[config.mk]
export PLATFORM = sky130hd
export DESIGN_NAME = regfile_op_sequencer_flat
export DESIGN_NICKNAME = d
export VERILOG_FILES = /design/src/rtl/regfile_op_sequencer_if.sv /design/src/rtl/regfile_op_sequencer.sv /design/src/flat_wrapper.sv
export SDC_FILE = /design/constraint.sdc
export NUM_CORES = 1
export LEC_CHECK = 0
export CORE_ASPECT_RATIO = 1.4
export CORE_MARGIN = 4
export CORE_UTILIZATION = 46
export CTS_CLUSTER_SIZE = 16
export DETAILED_ROUTE_END_ITERATION = 7
export GPL_TIMING_DRIVEN = 0
export HOLD_SLACK_MARGIN = 0.02
export PLACE_DENSITY = 0.77
export SYNTH_ARGS = -nofsm -noshare
export SYNTH_HDL_FRONTEND = slang
export SYNTH_SLANG_ARGS = --single-unit
[constraint.sdc]
create_clock -name clk -period 3.4 [get_ports clk]
set_input_delay 1.02 -clock clk [delete_from_list [all_inputs] [get_ports clk]]
set_output_delay 1.02 -clock clk [all_outputs]
set_load 0.01 [all_outputs]
[src/rtl/regfile_op_sequencer_if.sv]
// Command and register-file bus of the register-file op sequencer.
//   master : command source plus register-file read data (drives cmd_*, rf_rdata*)
//   slave  : the sequencer (drives cmd_ready, rf_* controls, done/result/carry/op_count)
interface regfile_op_sequencer_if #(
  parameter int unsigned DATA_W = 16,
  parameter int unsigned ADDR_W = 5
);
  // Command channel
  logic              cmd_valid;
  logic              cmd_ready;
  logic [1:0]        cmd_op;
  logic [ADDR_W-1:0] cmd_rd;
  logic [ADDR_W-1:0] cmd_rs1;
  logic [ADDR_W-1:0] cmd_rs2;
  logic [DATA_W-1:0] cmd_imm;
  // Register-file pins
  logic              rf_mode;
  logic [ADDR_W-1:0] rf_waddr;
  logic [DATA_W-1:0] rf_wdata;
  logic [ADDR_W-1:0] rf_raddr1;
  logic [ADDR_W-1:0] rf_raddr2;
  logic [DATA_W-1:0] rf_rdata1;
  logic [DATA_W-1:0] rf_rdata2;
  // Status
  logic              done;
  logic [DATA_W-1:0] result;
  logic              carry;
  logic [15:0]       op_count;

  modport master (
    output cmd_valid, cmd_op, cmd_rd, cmd_rs1, cmd_rs2, cmd_imm, rf_rdata1, rf_rdata2,
    input  cmd_ready, rf_mode, rf_waddr, rf_wdata, rf_raddr1, rf_raddr2,
           done, result, carry, op_count
  );

  modport slave (
    input  cmd_valid, cmd_op, cmd_rd, cmd_rs1, cmd_rs2, cmd_imm, rf_rdata1, rf_rdata2,
    output cmd_ready, rf_mode, rf_waddr, rf_wdata, rf_raddr1, rf_raddr2,
           done, result, carry, op_count
  );
endinterface

[src/rtl/regfile_op_sequencer.sv]
// Register-file micro-op sequencer: accepts one command (ADD/SUB/AND/LOADI), reads two
// sources, computes, and writes the result back, one op every four cycles.
// Ports:
//   clk   : clock, all state on rising edge
//   reset : asynchronous active-high reset
//   bus   : regfile_op_sequencer_if.slave (command handshake, register-file pins, status)
// Optional build macro RF_SEQ_R0_ZERO_EN: register 0 reads as zero and writes to it are dropped.
module regfile_op_sequencer #(
  parameter int unsigned DATA_W = 16,
  parameter int unsigned ADDR_W = 5
) (
  input logic                   clk,
  input logic                   reset,
  regfile_op_sequencer_if.slave bus
);

  typedef enum logic [1:0] {
    StIdle  = 2'd0,
    StRead  = 2'd1,
    StExec  = 2'd2,
    StWrite = 2'd3
  } state_e;

  localparam logic [1:0] OpAdd   = 2'b00;
  localparam logic [1:0] OpSub   = 2'b01;
  localparam logic [1:0] OpAnd   = 2'b10;
  localparam logic [1:0] OpLoadi = 2'b11;

  state_e            state_q;
  logic [1:0]        op_q;
  logic [ADDR_W-1:0] rd_q;
  logic [DATA_W-1:0] imm_q;
  logic              rf_mode_q;
  logic [ADDR_W-1:0] rf_waddr_q;
  logic [DATA_W-1:0] rf_wdata_q;
  logic [ADDR_W-1:0] rf_raddr1_q;
  logic [ADDR_W-1:0] rf_raddr2_q;
  logic              carry_pend_q;  // carry of the op sitting in WRITE
  logic              done_q;
  logic [DATA_W-1:0] result_q;
  logic              carry_q;
  logic [15:0]       op_count_q;

  logic [DATA_W-1:0] opa;
  logic [DATA_W-1:0] opb;
  logic [DATA_W:0]   alu;     // {carry, result}
  logic              wr_en;

  // Operand selection; addresses are still held from READ so rdata is stable here.
  always_comb begin
    opa = bus.rf_rdata1;
    opb = bus.rf_rdata2;
`ifdef RF_SEQ_R0_ZERO_EN
    if (rf_raddr1_q == '0) opa = '0;
    if (rf_raddr2_q == '0) opb = '0;
`endif
  end

  always_comb begin
    alu = '0;
    case (op_q)
      OpAdd:   alu = {1'b0, opa} + {1'b0, opb};
      OpSub:   alu = {(opa >= opb), opa - opb};  // carry = no borrow
      OpAnd:   alu = {1'b0, opa & opb};
      OpLoadi: alu = {1'b0, imm_q};
      default: alu = '0;
    endcase
  end

  always_comb begin
    wr_en = 1'b1;
`ifdef RF_SEQ_R0_ZERO_EN
    wr_en = (rd_q != '0);
`endif
  end

  always_ff @(posedge clk or posedge reset) begin
    if (reset) begin
      state_q      <= StIdle;
      op_q         <= OpAdd;
      rd_q         <= '0;
      imm_q        <= '0;
      rf_mode_q    <= 1'b0;
      rf_waddr_q   <= '0;
      rf_wdata_q   <= '0;
      rf_raddr1_q  <= '0;
      rf_raddr2_q  <= '0;
      carry_pend_q <= 1'b0;
      done_q       <= 1'b0;
      result_q     <= '0;
      carry_q      <= 1'b0;
      op_count_q   <= '0;
    end else begin
      done_q <= 1'b0;
      case (state_q)
        StIdle: begin
          if (bus.cmd_valid) begin
            op_q        <= bus.cmd_op;
            rd_q        <= bus.cmd_rd;
            imm_q       <= bus.cmd_imm;
            // Read addresses go out now so they are valid throughout READ.
            rf_raddr1_q <= bus.cmd_rs1;
            rf_raddr2_q <= bus.cmd_rs2;
            state_q     <= StRead;
          end
        end
        StRead: begin
          state_q <= StExec;
        end
        StExec: begin
          rf_mode_q    <= wr_en;
          rf_waddr_q   <= rd_q;
          rf_wdata_q   <= alu[DATA_W-1:0];
          carry_pend_q <= alu[DATA_W];
          state_q      <= StWrite;
        end
        StWrite: begin
          rf_mode_q  <= 1'b0;
          done_q     <= 1'b1;
          result_q   <= rf_wdata_q;
          carry_q    <= carry_pend_q;
          op_count_q <= op_count_q + 16'd1;
          state_q    <= StIdle;
        end
        default: begin
          rf_mode_q <= 1'b0;
          state_q   <= StIdle;
        end
      endcase
    end
  end

  assign bus.cmd_ready = (state_q == StIdle);
  assign bus.rf_mode   = rf_mode_q;
  assign bus.rf_waddr  = rf_waddr_q;
  assign bus.rf_wdata  = rf_wdata_q;
  assign bus.rf_raddr1 = rf_raddr1_q;
  assign bus.rf_raddr2 = rf_raddr2_q;
  assign bus.done      = done_q;
  assign bus.result    = result_q;
  assign bus.carry     = carry_q;
  assign bus.op_count  = op_count_q;

endmodule
[src/flat_wrapper.sv]
// flat-port wrapper written by rule: the top's interface ports become plain ports
module regfile_op_sequencer_flat 
#(
  parameter int unsigned DATA_W = 16,
  parameter int unsigned ADDR_W = 5
)
  (clk, reset, bus_cmd_valid, bus_cmd_op, bus_cmd_rd, bus_cmd_rs1, bus_cmd_rs2, bus_cmd_imm, bus_rf_rdata1, bus_rf_rdata2, bus_cmd_ready, bus_rf_mode, bus_rf_waddr, bus_rf_wdata, bus_rf_raddr1, bus_rf_raddr2, bus_done, bus_result, bus_carry, bus_op_count);
  regfile_op_sequencer_if #(.DATA_W(DATA_W), .ADDR_W(ADDR_W)) bus_i ();
  input logic clk;
  input logic reset;
  input wire logic [$bits(bus_i.cmd_valid)-1:0] bus_cmd_valid;
  input wire logic [$bits(bus_i.cmd_op)-1:0] bus_cmd_op;
  input wire logic [$bits(bus_i.cmd_rd)-1:0] bus_cmd_rd;
  input wire logic [$bits(bus_i.cmd_rs1)-1:0] bus_cmd_rs1;
  input wire logic [$bits(bus_i.cmd_rs2)-1:0] bus_cmd_rs2;
  input wire logic [$bits(bus_i.cmd_imm)-1:0] bus_cmd_imm;
  input wire logic [$bits(bus_i.rf_rdata1)-1:0] bus_rf_rdata1;
  input wire logic [$bits(bus_i.rf_rdata2)-1:0] bus_rf_rdata2;
  output wire logic [$bits(bus_i.cmd_ready)-1:0] bus_cmd_ready;
  output wire logic [$bits(bus_i.rf_mode)-1:0] bus_rf_mode;
  output wire logic [$bits(bus_i.rf_waddr)-1:0] bus_rf_waddr;
  output wire logic [$bits(bus_i.rf_wdata)-1:0] bus_rf_wdata;
  output wire logic [$bits(bus_i.rf_raddr1)-1:0] bus_rf_raddr1;
  output wire logic [$bits(bus_i.rf_raddr2)-1:0] bus_rf_raddr2;
  output wire logic [$bits(bus_i.done)-1:0] bus_done;
  output wire logic [$bits(bus_i.result)-1:0] bus_result;
  output wire logic [$bits(bus_i.carry)-1:0] bus_carry;
  output wire logic [$bits(bus_i.op_count)-1:0] bus_op_count;
  assign bus_i.cmd_valid = bus_cmd_valid;
  assign bus_i.cmd_op = bus_cmd_op;
  assign bus_i.cmd_rd = bus_cmd_rd;
  assign bus_i.cmd_rs1 = bus_cmd_rs1;
  assign bus_i.cmd_rs2 = bus_cmd_rs2;
  assign bus_i.cmd_imm = bus_cmd_imm;
  assign bus_i.rf_rdata1 = bus_rf_rdata1;
  assign bus_i.rf_rdata2 = bus_rf_rdata2;
  assign bus_cmd_ready = bus_i.cmd_ready;
  assign bus_rf_mode = bus_i.rf_mode;
  assign bus_rf_waddr = bus_i.rf_waddr;
  assign bus_rf_wdata = bus_i.rf_wdata;
  assign bus_rf_raddr1 = bus_i.rf_raddr1;
  assign bus_rf_raddr2 = bus_i.rf_raddr2;
  assign bus_done = bus_i.done;
  assign bus_result = bus_i.result;
  assign bus_carry = bus_i.carry;
  assign bus_op_count = bus_i.op_count;
  regfile_op_sequencer #(.DATA_W(DATA_W), .ADDR_W(ADDR_W)) u_core (.clk(clk), .reset(reset), .bus(bus_i));
endmodule
==> results of run 1 <==
## through the flow
step           utilization, %  std cells
6_report                 62.9        833
5_1_grt                  62.9        833
4_1_cts                  62.3        830
3_5_place_dp             59.7        815
3_3_place_gp             59.4        813
2_1_floorplan               -        529
## final timing paths
| kind | end | cells past startpoint | slack, ps |
|---|---|---|---|
| worst max-delay path | u_core.bus.rf_wdata[11]$_DFFE_PP0P_ | 12 | 10 |
| worst min-delay path | u_core.bus.op_count[15]$_DFFE_PP0P_ | 1 | 470 |
| worst max register to register | u_core.bus.rf_wdata[11]$_DFFE_PP0P_ | 5 | 1060 |
| worst min register to register | u_core.bus.op_count[15]$_DFFE_PP0P_ | 1 | 470 |
| max in group asynchronous | u_core.bus.rf_wdata[0]$_DFFE_PP0P_ | 3 | 1920 |
| min in group asynchronous | u_core.bus.result[11]$_DFFE_PP0P_ | 2 | 970 |
## power by group through the flow
stage	Combinational, mW	Clock [mW]	Sequential [mW]
2_1_floorplan	1.49	0	2.01
3_3_place_gp	2.79	0	1.90
6_report	2.88	1.02	1.91
3_5_place_dp	2.85	0	1.93
4_1_cts	2.87	1.05	1.91
5_1_grt	3.11	1.09	1.97
## layout by cell type, fill, tap and decap left out, types with 6 or more instances in the layout
cell type,netlist,final
sky130_fd_sc_hd__and3_1,8,8
sky130_fd_sc_hd__o21ai_0,11,11
sky130_fd_sc_hd__inv_1,35,34
sky130_fd_sc_hd__nand4_1,8,8
sky130_fd_sc_hd__clkdlybuf4s50_1,0,134
sky130_fd_sc_hd__nor2_1,39,39
sky130_fd_sc_hd__a21oi_1,20,15
sky130_fd_sc_hd__xnor2_1,23,23
sky130_fd_sc_hd__dfrtp_1,92,92
sky130_fd_sc_hd__ha_1,37,37
sky130_fd_sc_hd__a21oi_2,4,8
sky130_fd_sc_hd__clkbuf_1,18,17
sky130_fd_sc_hd__nor2b_1,7,7
sky130_fd_sc_hd__nand2_1,18,18
sky130_fd_sc_hd__a21o_1,7,7
sky130_fd_sc_hd__nand3_1,8,8
sky130_fd_sc_hd__a31oi_1,9,9
sky130_fd_sc_hd__mux4_2,6,6
sky130_fd_sc_hd__xor2_1,12,12
sky130_fd_sc_hd__mux2i_1,6,6
sky130_fd_sc_hd__clkbuf_16,0,9
sky130_fd_sc_hd__mux2_2,65,65
## critical path, stage by stage
cell and delay (ps):
sky130_fd_sc_hd__clkdlybuf4s50_1 500, sky130_fd_sc_hd__inv_1 60, sky130_fd_sc_hd__ha_1 280, sky130_fd_sc_hd__buf_2 180, sky130_fd_sc_hd__a211o_1 310, sky130_fd_sc_hd__a21oi_4 190, sky130_fd_sc_hd__nand3_1 140, sky130_fd_sc_hd__a311oi_4 440
sky130_fd_sc_hd__buf_4 180, sky130_fd_sc_hd__buf_4 90, sky130_fd_sc_hd__o211ai_1 70, sky130_fd_sc_hd__a31oi_1 190
## metal layers
metal	share of wire, %	vias to the layer above
met5	0	-
met4	2.8	0
met3	5.2	23
met2	53	145
met1	39	2270
li1	-	2166
## state kept, by name, indices dropped and copies added (netlist names)
register and cells:
u_core.bus.carry 1, u_core.bus.done 1, u_core.bus.op_count 16, u_core.bus.result 16
u_core.bus.rf_mode 1, u_core.bus.rf_raddr1 5, u_core.bus.rf_raddr2 5, u_core.bus.rf_waddr 5
u_core.bus.rf_wdata 16, u_core.carry_pend_q 1, u_core.imm_q 16, u_core.op_q 2
u_core.rd_q 5, u_core.state_q 2
## cell type report
cell class	instances	area (um2)
fill	1005	4570
multi-input combinational	369	3250
sequential	92	2300
timing repair buffer	140	1410
clock buffer	10	239
tap	150	188
buffer	30	155
inverter	37	143
clock inverter	5	60.1
## kinds of logic after synthesis
family	count (synthesis)	share of synthesized area, %
buffers and inverters	68	5.13
AND/OR/NAND/NOR	116	11.1
adder cells (fa/ha/maj)	39	8.71
multiplexers	78	16.3
XOR/XNOR	35	5.31
AO/OA/AOI/OAI	101	13.6
flip-flops	92	39.9
## repair_timing
item,in CTS,in global routing
pin swaps,0,7
endpoints found under the hold margin,0,0
resized for setup,3,9
buffers inserted,0,4
endpoints found under the setup margin,3,8
==> impl_metrics.csv, run 1 <==
group,metric,value,unit
timing,clock.fmax,295,MHz
critical_path,critPathMaxFanout,9,
final_layout,n_antenna_cell,0,
critical_path,worstReg2RegStart,"u_core.op_q[1]$_DFFE_PP0P_",
synthesis,synth_most_common_cell,"sky130_fd_sc_hd__dfrtp_1",
critical_path,crit_type,"in2reg",
place,place_hpwl,12700,um
pwr,netSwitchingFraction,35.6,%
routing,first_iter_violations,240,
place,dp_worst_setup_slack,-460,ps
grt,gr-usage-met2,40.5,%
grt,global_route_overflow,0,
clocking,tritoncts,"yes",
grt,via_count_of_the_first_global_routing_pass,4988,
pwr,switching_power,2.07,mW
pwr,internal_power,3.74,mW
routing,detail_route.first_pass.iterations,4,
pwr,power.density,749,mW/mm2
clocking,cts-htree-levels,3,
synthesis,synth.net_count,636,
synthesis,gate_count_of_the_mapped_netlist,529,
synthesis,syn_std_cell_area,0.00578,mm2
timing,worstMarginPinSlew,910,ps
min_path,holdCritPathClass,"reg2reg",
synthesis,ys_seq_elements,92,
critical_path,startpoint_type_of_the_worst_setup_path,"primary input",
grt,met1_usage,26.0,%
floorplanning,fp.dieW,103,um
grt,global_route.usage.met3,4.85,%
clocking,clk_root_buffer_cell,"sky130_fd_sc_hd__clkbuf_16",
timing,fin_ws,9.98,ps
synthesis,yosys_warnings,0,
pwr,post-layout-total-power,5.80,mW
synthesis,yosysTopAreaCell,"sky130_fd_sc_hd__dfrtp_1",
timing,number_of_endpoints_failing_setup_at_the_final_stage,0,
floorplanning,initial_core_util,46.9,%
timing,maxSlewViolCount,0,
final_layout,layout_cells_sized_above_1,19.9,%
grt,grt_antenna_before_repair,0,
timing,finalSetupTns,0,ps
grt,layer_with_the_highest_usage,"met2",
synthesis,seq_area_frac_synth,39.9,%
critical_path,worst_setup_path_start,"bus_rf_rdata2[6]",
final_layout,layout.nets,786,
routing,routed_wire_length_per_instance,19.4,um
synthesis,synth_cell_type_count,69,
routing,vias,4604,
floorplanning,placeableCoreArea,0.0123,mm2
timing,final.min_clock_period,3390,ps
critical_path,setup.worst_path.end_class,"flip-flop",
timing,finalHoldViolCount,0,
synthesis,async_flop_share,100,%
grt,grt_first_pass_wirelength,25500,um
final_layout,flow.area_growth_from_synthesis,34.1,%
synthesis,synth_top_area_share,39.9,%
timing,rsz0062_at_grt,"true",
critical_path,worst_ep_arrival_time,3650,ps
routing,route.detailed.vias_per_inst,5.53,
pwr,share_seq_of_total_power,32.8,%
floorplanning,die_height,141,um
synthesis,yosys_most_used_dff,"sky130_fd_sc_hd__dfrtp_1",
pwr,static-leakage-power,3.36,nW
timing,hold_slack,467,ps
final_layout,postLayoutCellArea,0.00774,mm2
place,dpl-instance-area,0.00735,mm2
routing,detail_route.drc_violations,0,
synthesis,post_synth_edffs,0,
clocking,clock_sink_count,92,
synthesis,most_common_library_cells_after_synthesis,"sky130_fd_sc_hd__dfrtp_1 (92), sky130_fd_sc_hd__mux2_2 (65), sky130_fd_sc_hd__nor2_1 (39)",
critical_path,data_required_critical_path,3660,ps
pwr,pwr-share-comb,49.5,%
synthesis,ys_top_cells_by_area,"sky130_fd_sc_hd__dfrtp_1 (40%), sky130_fd_sc_hd__mux2_2 (13%), sky130_fd_sc_hd__ha_1 (8.0%), sky130_fd_sc_hd__xnor2_1 (3.5%), sky130_fd_sc_hd__nor2_1 (2.5%)",
clocking,clk-insertion-delay-late,340,ps
grt,grt_start_max_net_pins,45,
timing,slew-limit-headroom,39.3,%
pwr,ir_drop,0.484,mV
floorplanning,die-area,0.0144,mm2
floorplanning,io_pins,135,
synthesis,syn_area_per_cell,10.9,um2
floorplanning,site_row_count,48,
clocking,clk_pin_slew,70,ps
clocking,holdBufCountCts,0,
timing,fin_crit_sh,99.7,%
place,gp_routability_congestion,0.907,
timing,worst_clock_skew,7.04,ps
pwr,clockPowerShare,17.6,%
min_path,hp-start,"u_core.bus.op_count[15]$_DFFE_PP0P_",
grt,grt.total_usage,22.8,%
routing,route.final.wire_length,16200,um
job,max_cap_viol_count,0,
clocking,cts.path.max_buffers,2,
clocking,cts_inserted_buffers,9,
routing,drt.antenna.violating_nets,0,
outcome,outcome,"completed",
place,numPortBuffers,134,
Note: power is estimated with default switching activity, not from simulation.
==> inputs of run 2 (changes only) <==
==> constraint.sdc (replaced) <==
create_clock -name clk -period 3.4 [get_ports clk]
set_input_delay 1.02 -clock clk [delete_from_list [all_inputs] [get_ports clk]]
set_output_delay 1.02 -clock clk [all_outputs]
set_load 0.02 [all_outputs]
==> results of run 2 <==
The final DEF is identical to that of run 1. Status: completed.
Main changes from that run: total power 5.80 mW -> 6.06 mW; worst IR drop on VDD 0.484 mV -> 0.527 mV
==> inputs of run 3 (changes only) <==
==> constraint.sdc (replaced) <==
create_clock -name clk -period 2.89 [get_ports clk]
set_input_delay 0.867 -clock clk [delete_from_list [all_inputs] [get_ports clk]]
set_output_delay 0.867 -clock clk [all_outputs]
set_load 0.02 [all_outputs]
==> impl_metrics.csv, run 3 (synthesized netlist as in run 1, its figures left out) <==
group,metric,value,unit
timing,slew-limit-headroom,38.6,%
pwr,clockPowerShare,16.7,%
final_layout,flow.area_growth_from_synthesis,41.1,%
clocking,clock_sink_count,92,
routing,detail_route.first_pass.iterations,4,
clocking,tritoncts,"yes",
final_layout,most_frequent_standard_cell_in_the_layout_excluding_fill_and_tap_cells,"sky130_fd_sc_hd__clkdlybuf4s50_1",
routing,route.detailed.vias_per_inst,5.59,
clocking,cts.path.max_buffers,2,
place,numPortBuffers,134,
min_path,hp-start,"u_core.bus.op_count[15]$_DFFE_PP0P_",
final_layout,final-instance-count-excl-fill,856,
critical_path,worstRegToRegCells,5,
final_layout,n_antenna_cell,0,
grt,grt_start_max_net_pins,45,
floorplanning,die_height,141,um
timing,worst_clock_skew,7.68,ps
critical_path,startpoint_type_of_the_worst_setup_path,"primary input",
final_layout,commonest_non_fill_non_tap_cells_in_the_layout,"sky130_fd_sc_hd__clkdlybuf4s50_1 (117), sky130_fd_sc_hd__dfrtp_1 (92), sky130_fd_sc_hd__mux2_2 (64), sky130_fd_sc_hd__nor2_1 (37), sky130_fd_sc_hd__inv_1 (30)",
critical_path,r2r-end,"u_core.bus.rf_wdata[11]$_DFFE_PP0P_",
clocking,cts-htree-levels,3,
timing,worstMarginPinSlew,922,ps
timing,finalHoldViolCount,0,
final_layout,layout.nets,809,
critical_path,worst_ep_arrival_time,3100,ps
pwr,ir_drop,0.622,mV
grt,grt_first_pass_wirelength,26400,um
floorplanning,io_pins,135,
pwr,netSwitchingFraction,38.5,%
critical_path,crit_type,"in2reg",
min_path,hold_path_end,"u_core.bus.op_count[15]$_DFFE_PP0P_",
routing,vias,4783,
routing,routed_wire_length_per_instance,19.7,um
critical_path,data_required_critical_path,3120,ps
timing,rsz0062_at_grt,"true",
floorplanning,placeableCoreArea,0.0123,mm2
clocking,clk-insertion-delay-late,350,ps
final_layout,fillerInstances,961,
pwr,post-layout-total-power,7.28,mW
clocking,clk_pin_slew,70,ps
timing,number_of_endpoints_failing_setup_at_the_final_stage,0,
floorplanning,fp.dieW,103,um
grt,via_count_of_the_first_global_routing_pass,5140,
floorplanning,site_row_count,48,
clocking,cts_inserted_buffers,9,
floorplanning,die-area,0.0144,mm2
timing,maxSlewViolCount,0,
place,dp_cells,815,
min_path,holdCritPathClass,"reg2reg",
routing,drt.antenna.violating_nets,0,
final_layout,area.sequential,0.00230,mm2
pwr,power.density,893,mW/mm2
final_layout,fin_util,66.2,%
clocking,clk_root_buffer_cell,"sky130_fd_sc_hd__clkbuf_16",
critical_path,critPathMaxFanout,7,
pwr,internal_power,4.47,mW
final_layout,multi_input_comb_area,0.00347,mm2
pwr,pwr-share-comb,52.5,%
grt,grt.total_usage,23.6,%
grt,global_route_overflow,0,
place,place_hpwl,12700,um
clocking,holdBufCountCts,0,
routing,route.final.wire_length,16800,um
pwr,share_seq_of_total_power,30.8,%
routing,first_iter_violations,279,
timing,fin_crit_sh,99.3,%
timing,final.min_clock_period,2870,ps
timing,clock.fmax,348,MHz
critical_path,setup.worst_path.end_class,"flip-flop",
routing,detail_route.drc_violations,0,
job,max_cap_viol_count,0,
place,gp_routability_congestion,0.907,
final_layout,layout_cells_sized_above_1,27.9,%
outcome,outcome,"completed",
critical_path,timing.reg2reg.setup_slack,580,ps
pwr,static-leakage-power,3.54,nW
min_path,timing.hold.worst_path_depth,1,
pwr,switching_power,2.81,mW
critical_path,worstReg2RegStart,"u_core.op_q[1]$_DFFE_PP0P_",
floorplanning,initial_core_util,46.9,%
grt,grt_antenna_before_repair,0,
-- run 3: final cells by class --
cell class | count | area share (%)
inverters | 37 | 1.78
clock buffers | 10 | 2.93
flip-flops and latches | 92 | 28.2
multi-input cells | 369 | 42.5
repair buffers | 164 | 19.4
plain buffers | 29 | 2.10
well taps | 150 | 2.30
clock inverters | 5 | 0.737
-- run 3: power by group through the flow --
stage / Combinational (mW) / Clock, mW / Sequential, mW
after global placement: 3.58 / 0 / 2.23
after floorplan: 1.76 / 0 / 2.65
after global routing: 4.09 / 1.29 / 2.31
after CTS: 3.79 / 1.24 / 2.24
final: 3.82 / 1.22 / 2.24
after detailed placement: 3.65 / 0 / 2.27
-- run 3: worst max path at each step --
stage                     startpoint                             endpoint
finish              bus_rf_rdata1[5]   u_core.bus.rf_wdata[9]$_DFFE_PP0P_
global route        bus_rf_rdata1[6]  u_core.bus.rf_wdata[15]$_DFFE_PP0P_
CTS                 bus_rf_rdata1[7]  u_core.bus.rf_wdata[15]$_DFFE_PP0P_
detailed placement  bus_rf_rdata2[0]      u_core.carry_pend_q$_DFFE_PP0P_
global placement    bus_rf_rdata2[0]      u_core.carry_pend_q$_DFFE_PP0P_
floorplan           bus_rf_rdata1[0]   u_core.bus.rf_wdata[6]$_DFFE_PP0P_
-- run 3: metrics by stage --
stage          hold slack [ps]  cell area (um2)  setup TNS, ps  setup WS (ps)
2_1_floorplan              471             5780              0           92.0
3_3_place_gp               459             7310          -8490           -823
3_5_place_dp               463             7350          -8740           -817
4_1_cts                    474             8020              0           1.71
5_1_grt                    490             8150          -36.6          -25.5
6_report                   467             8150              0           20.2
-- run 3: worst max-delay path, cell delays in order --
cell                            delay [ps]
sky130_fd_sc_hd__dlygate4sd2_1         250
sky130_fd_sc_hd__ha_1                  300
sky130_fd_sc_hd__buf_6                 150
sky130_fd_sc_hd__nor3b_4               310
sky130_fd_sc_hd__o31ai_4               100
sky130_fd_sc_hd__a311oi_2              410
sky130_fd_sc_hd__mux2_4                350
sky130_fd_sc_hd__a221oi_4              300
sky130_fd_sc_hd__nor2_1                 60
-- run 3: routing by layer --
metal,wire length (um),vias to the layer above,track usage [%]
met4,598,0,9.05
met3,887,46,5.00
met1,6390,2358,26.6
met2,8960,164,42.7
met5,0,-,0
li1,-,2215,-
-- run 3: repair_timing --
action	CTS	global route
buffers inserted	20	8
resized for setup	64	24
endpoints found under the hold margin	0	0
endpoints found under the setup margin	14	10
pin swaps	31	20
==> edit 1, RTL diff (config.mk and constraints of run 2) <==
Add a define of `RF_SEQ_R0_ZERO_EN`.
--- a/src/rtl/regfile_op_sequencer.sv
+++ b/src/rtl/regfile_op_sequencer.sv
@@ -5,6 +5,8 @@
 //   reset : asynchronous active-high reset
 //   bus   : regfile_op_sequencer_if.slave (command handshake, register-file pins, status)
 // Optional build macro RF_SEQ_R0_ZERO_EN: register 0 reads as zero and writes to it are dropped.
+`define RF_SEQ_R0_ZERO_EN
+
 module regfile_op_sequencer #(
   parameter int unsigned DATA_W = 16,
   parameter int unsigned ADDR_W = 5
Function: changed (Yosys sat finds a counterexample within 4 cycles, from zero or initial values and one cycle with reset high).
==> edit 1 against run 2 <==
Via count rose by 0.93%. Design area grew 4.6%. Routed wire length is 1.4% lower. Synthesized area fell by 2.6%. First-iteration DRC count is 41% lower. Setup slack worse by 0.51 ns. The run now ends with negative setup slack left. Total power increased by 17%. Critical path depth increased by 2. Largest power group unchanged. Largest cell class unchanged. Sequential cell count is the same. Count of clock-buffer cells in the layout stayed put. Core utilization is 5.3 points higher.
==> edit 1: results <==
export IMPL_first_global_vias=4962
export IMPL_use_met3_pct=3.775
export IMPL_yosysSeqAreaShare_pct=40.93
export IMPL_cp_max_fo=5
export IMPL_drt_first_pass_iters=5
export IMPL_postSynthNetCount=641
export IMPL_dp_hpwl_um=12310
export IMPL_routed_wl_um=15960
export IMPL_synth_area_leaders="dfrtp_1 (41%), mux2_2 (13%), ha_1 (8.0%)"
export IMPL_violations="negative setup slack"
export IMPL_fill_cells=936
export IMPL_met1Wirelength_um=5961
export IMPL_worst_pin_slew_ns=0.9028
export IMPL_power_switching_mw=2.856
export IMPL_critPathArrivalTime_ns=4.13
export IMPL_tns_ns=-4.146
export IMPL_status="finished, violations left"
export IMPL_met3WireLength_um=721
export IMPL_yosys_cell_types_count=57
export IMPL_gp_congestion=0.8818
export IMPL_post_place_ws_ns=-0.8261
export IMPL_grt_usage_pct=23.01
export IMPL_place_area_mm2=0.007353
export IMPL_drt_iter0_drc=141
export IMPL_fin_ws_ns=-0.5021
export IMPL_peakVddDrop_mv=0.5761
export IMPL_layout_nets=808
export IMPL_finClkSkew_ns=0.007429
export IMPL_setup_violations=12
export IMPL_yosys_top_cells_count="dfrtp_1 (92), mux2_2 (66), nor2_1 (45), nand2_1 (37), ha_1 (36)"
export IMPL_vias=4647
export IMPL_grt_pass1_wl_um=25470
[edit 1: power by group through the flow]
stage          Sequential [mW]  Combinational [mW]  Clock, mW
3_3_place_gp              1.94                3.70          0
3_5_place_dp              1.97                3.78          0
4_1_cts                   1.95                4.00       1.00
2_1_floorplan             2.29                2.04          0
5_1_grt                   2.02                4.43       1.06
6_report                  1.95                4.13      0.991
[edit 1: final cells by class]
cell class / instances / area [µm²] / area share [%]
plain buffers: 23 / 128.9 / 1.591
clock inverters: 6 / 57.56 / 0.7105
well taps: 147 / 183.9 / 2.271
repair buffers: 160 / 1579 / 19.49
clock buffers: 10 / 239.0 / 2.950
flip-flops and latches: 92 / 2305 / 28.45
multi-input cells: 384 / 3471 / 42.85
inverters: 33 / 136.4 / 1.684
[edit 1: path summary, 6_finish.rpt]
kind | cells past startpoint | startpoint | end | slack (ns)
worst max-delay path | 14 | u_core.bus.rf_raddr2[4] | u_core.bus.rf_wdata[11] | -0.50
worst min-delay path | 1 | u_core.bus.op_count[15] | u_core.bus.op_count[15] | 0.48
worst max register to register | 14 | u_core.bus.rf_raddr2[4] | u_core.bus.rf_wdata[11] | -0.50
worst min register to register | 1 | u_core.bus.op_count[15] | u_core.bus.op_count[15] | 0.48
max in group asynchronous | 3 | reset | u_core.op_q[1] | 1.82
min in group asynchronous | 2 | reset | u_core.bus.rf_raddr2[3] | 1.03
[edit 1: critical path, cell delays in order (launching register included)]
cell and delay, ns:
dfrtp_2 0.42, or4_4 0.55, or2_4 0.28, clkbuf_16 0.18
nand2_8 0.07, inv_6 0.04, ha_4 0.27, a21oi_4 0.06
or4_4 0.44, a32oi_4 0.26, a21o_1 0.23, a211oi_4 0.10
xnor2_1 0.13, mux4_2 0.49, mux2_4 0.27
[edit 1: logic make-up (layout without fill, tap and decap cells)]
family,Yosys count,count (layout),share of synthesized area [%]
adders and majority gates,37,37,8.365
buffers and inverters,60,232,4.049
AOI/OAI and AO/OA,81,81,9.678
muxes,82,82,18.29
xor gates and xnor gates,37,37,5.762
and+or+nand+nor,147,147,12.93
DFF,92,92,40.93
[edit 1: metrics by stage]
stage | util (%) | std cells | hold slack (ns) | power [mW]
after floorplan | - | 536 | 0.4700 | 4.335
after CTS | 66.69 | 845 | 0.4914 | 6.949
after global routing | 68.19 | 855 | 0.5231 | 7.500
after detailed placement | 61.90 | 819 | 0.4818 | 5.748
final | 68.19 | 855 | 0.4778 | 7.068
after global placement | 61.57 | 817 | 0.4621 | 5.645
[edit 1: timing repair]
action,4_1_cts,5_1_grt
setup buffers,10,13
pin swaps,20,26
gates resized for setup,34,26
endpoints found under the setup margin,14,15
cloned,1,0
==> edit 2, RTL diff (settings of run 2) <==
Made on the original files. The 4 states of `state_e` get a Gray code encoding in 2 bits.
--- a/src/rtl/regfile_op_sequencer.sv
+++ b/src/rtl/regfile_op_sequencer.sv
@@ -15,10 +15,10 @@
 );
 
   typedef enum logic [1:0] {
-    StIdle  = 2'd0,
-    StRead  = 2'd1,
-    StExec  = 2'd2,
-    StWrite = 2'd3
+    StIdle  = 2'b00,
+    StRead  = 2'b01,
+    StExec  = 2'b11,
+    StWrite = 2'b10
   } state_e;
 
   localparam logic [1:0] OpAdd   = 2'b00;
Check against the original RTL: same outputs for any inputs over 10 cycles, from zero or initial values and one cycle with reset high; not proved beyond that.
==> edit 2 against run 2 <==
Design area down 1.2%. Critical path depth is 2 lower. Clock skew up 0.00086 ns. Total power shrank 2.6%. Sequential cell count unchanged. Setup slack better by 0.041 ns. Synthesized area down 4.9%. Routed wire length is 11% lower. Critical endpoint is now u_core.bus.rf_wdata[9]. Largest power group unchanged. Highest routed layer unchanged.
==> edit 2: results <==
export IMPL_cts_root_buf="clkbuf_16"
export IMPL_place_area_mm2=0.007064
export IMPL_first_global_vias=4551
export IMPL_clock_cell_area_share_pct=4.253
export IMPL_buffers_excl_clock=174
export IMPL_dp_hpwl_um=11420
export IMPL_n_all_inverters=36
export IMPL_finClkSkew_ns=0.007892
export IMPL_cp_max_fo=6
export IMPL_post_place_ws_ns=-0.5295
export IMPL_layout_nets=788
export IMPL_p_leak_nw=3.365
export IMPL_postSynthNetCount=629
export IMPL_slowest_stage="clkdlybuf4s50_1"
export IMPL_syn2layout_area_growth_pct=39.18
export IMPL_vias=4512
export IMPL_slew_headroom_pct=51.02
export IMPL_grt_max_degree=38
export IMPL_yosys_top_cells_count="dfrtp_1 (92), mux2_2 (61), nand2_1 (51), inv_1 (36), ha_1 (34)"
export IMPL_gp_congestion=0.9163
export IMPL_viasPerCell=5.397
export IMPL_critPathTopFamily="multiplexers"
export IMPL_yosysSeqAreaShare_pct=41.89
export IMPL_yosys_cell_types_count=57
export IMPL_peakVddDrop_mv=0.3246
export IMPL_fill_cells=959
export IMPL_synth_area_leaders="dfrtp_1 (42%), mux2_2 (12%), ha_1 (7.7%)"
export IMPL_avgSynthCellArea_um2=10.47
export IMPL_multi_input_area_mm2=0.003070
export IMPL_status="completed"
export IMPL_critPathArrivalTime_ns=3.56
export IMPL_grt_pass1_wl_um=22440
export IMPL_clock_buffers=11
export IMPL_wl_per_cell_um=17.20
edit 2: cell types whose count changed after synthesis, moves of 4 or more:
cell / delta
clkbuf_1: -6
o21ai_0: +8
nand2_1: +33
mux2_2: -4
nand3_1: +4
nand4_1: -5
nor2_1: -7
a21oi_1: +8
and3_1: -5
a31oi_1: -7
edit 2: path summary, 6_finish.rpt:
path                                  startpoint  slack (ns)  depth (start not counted)                endpoint
worst max register to register    u_core.op_q[0]        1.15                          4  u_core.bus.rf_wdata[7]
worst max-delay path            bus_rf_rdata2[3]        0.05                         10  u_core.bus.rf_wdata[9]
worst min-delay path              u_core.rd_q[0]        0.47                          2  u_core.bus.rf_waddr[0]
max in group asynchronous                  reset        1.56                          4   u_core.bus.result[11]
worst min register to register    u_core.rd_q[0]        0.47                          2  u_core.bus.rf_waddr[0]
min in group asynchronous                  reset        1.05                          2    u_core.bus.result[2]
edit 2: per-layer routing:
layer	up-vias	part of all wire (%)	GRT usage, %	routed length, µm
li1	2140	-	-	-
met1	2225	38	23.25	5465
met2	127	56	38.75	8021
met3	20	4.2	3.040	598
met4	0	2.0	7.566	294
met5	-	0	0	0
edit 2: cells by family after synthesis:
kind of cell	synth area share (%)
AND/OR/NAND/NOR	11.27
AO/OA/AOI/OAI	11.48
flip-flops	41.89
multiplexers	16.19
buffers and inverters	4.804
XOR/XNOR	5.897
adder cells (fa/ha/maj)	8.470
edit 2: what timing repair did:
item,4_1_cts,5_1_grt
pin swaps,0,9
endpoints found under the setup margin,7,8
setup buffers,1,11
resized for setup,13,34
edit 2: power breakdown:
group	switching (mW)	total, mW	internal (mW)	leakage [nW]
clock	0.420	1.09	0.669	0.161
sequential	0.338	1.92	1.58	1.12
combinational	1.43	2.90	1.47	2.08
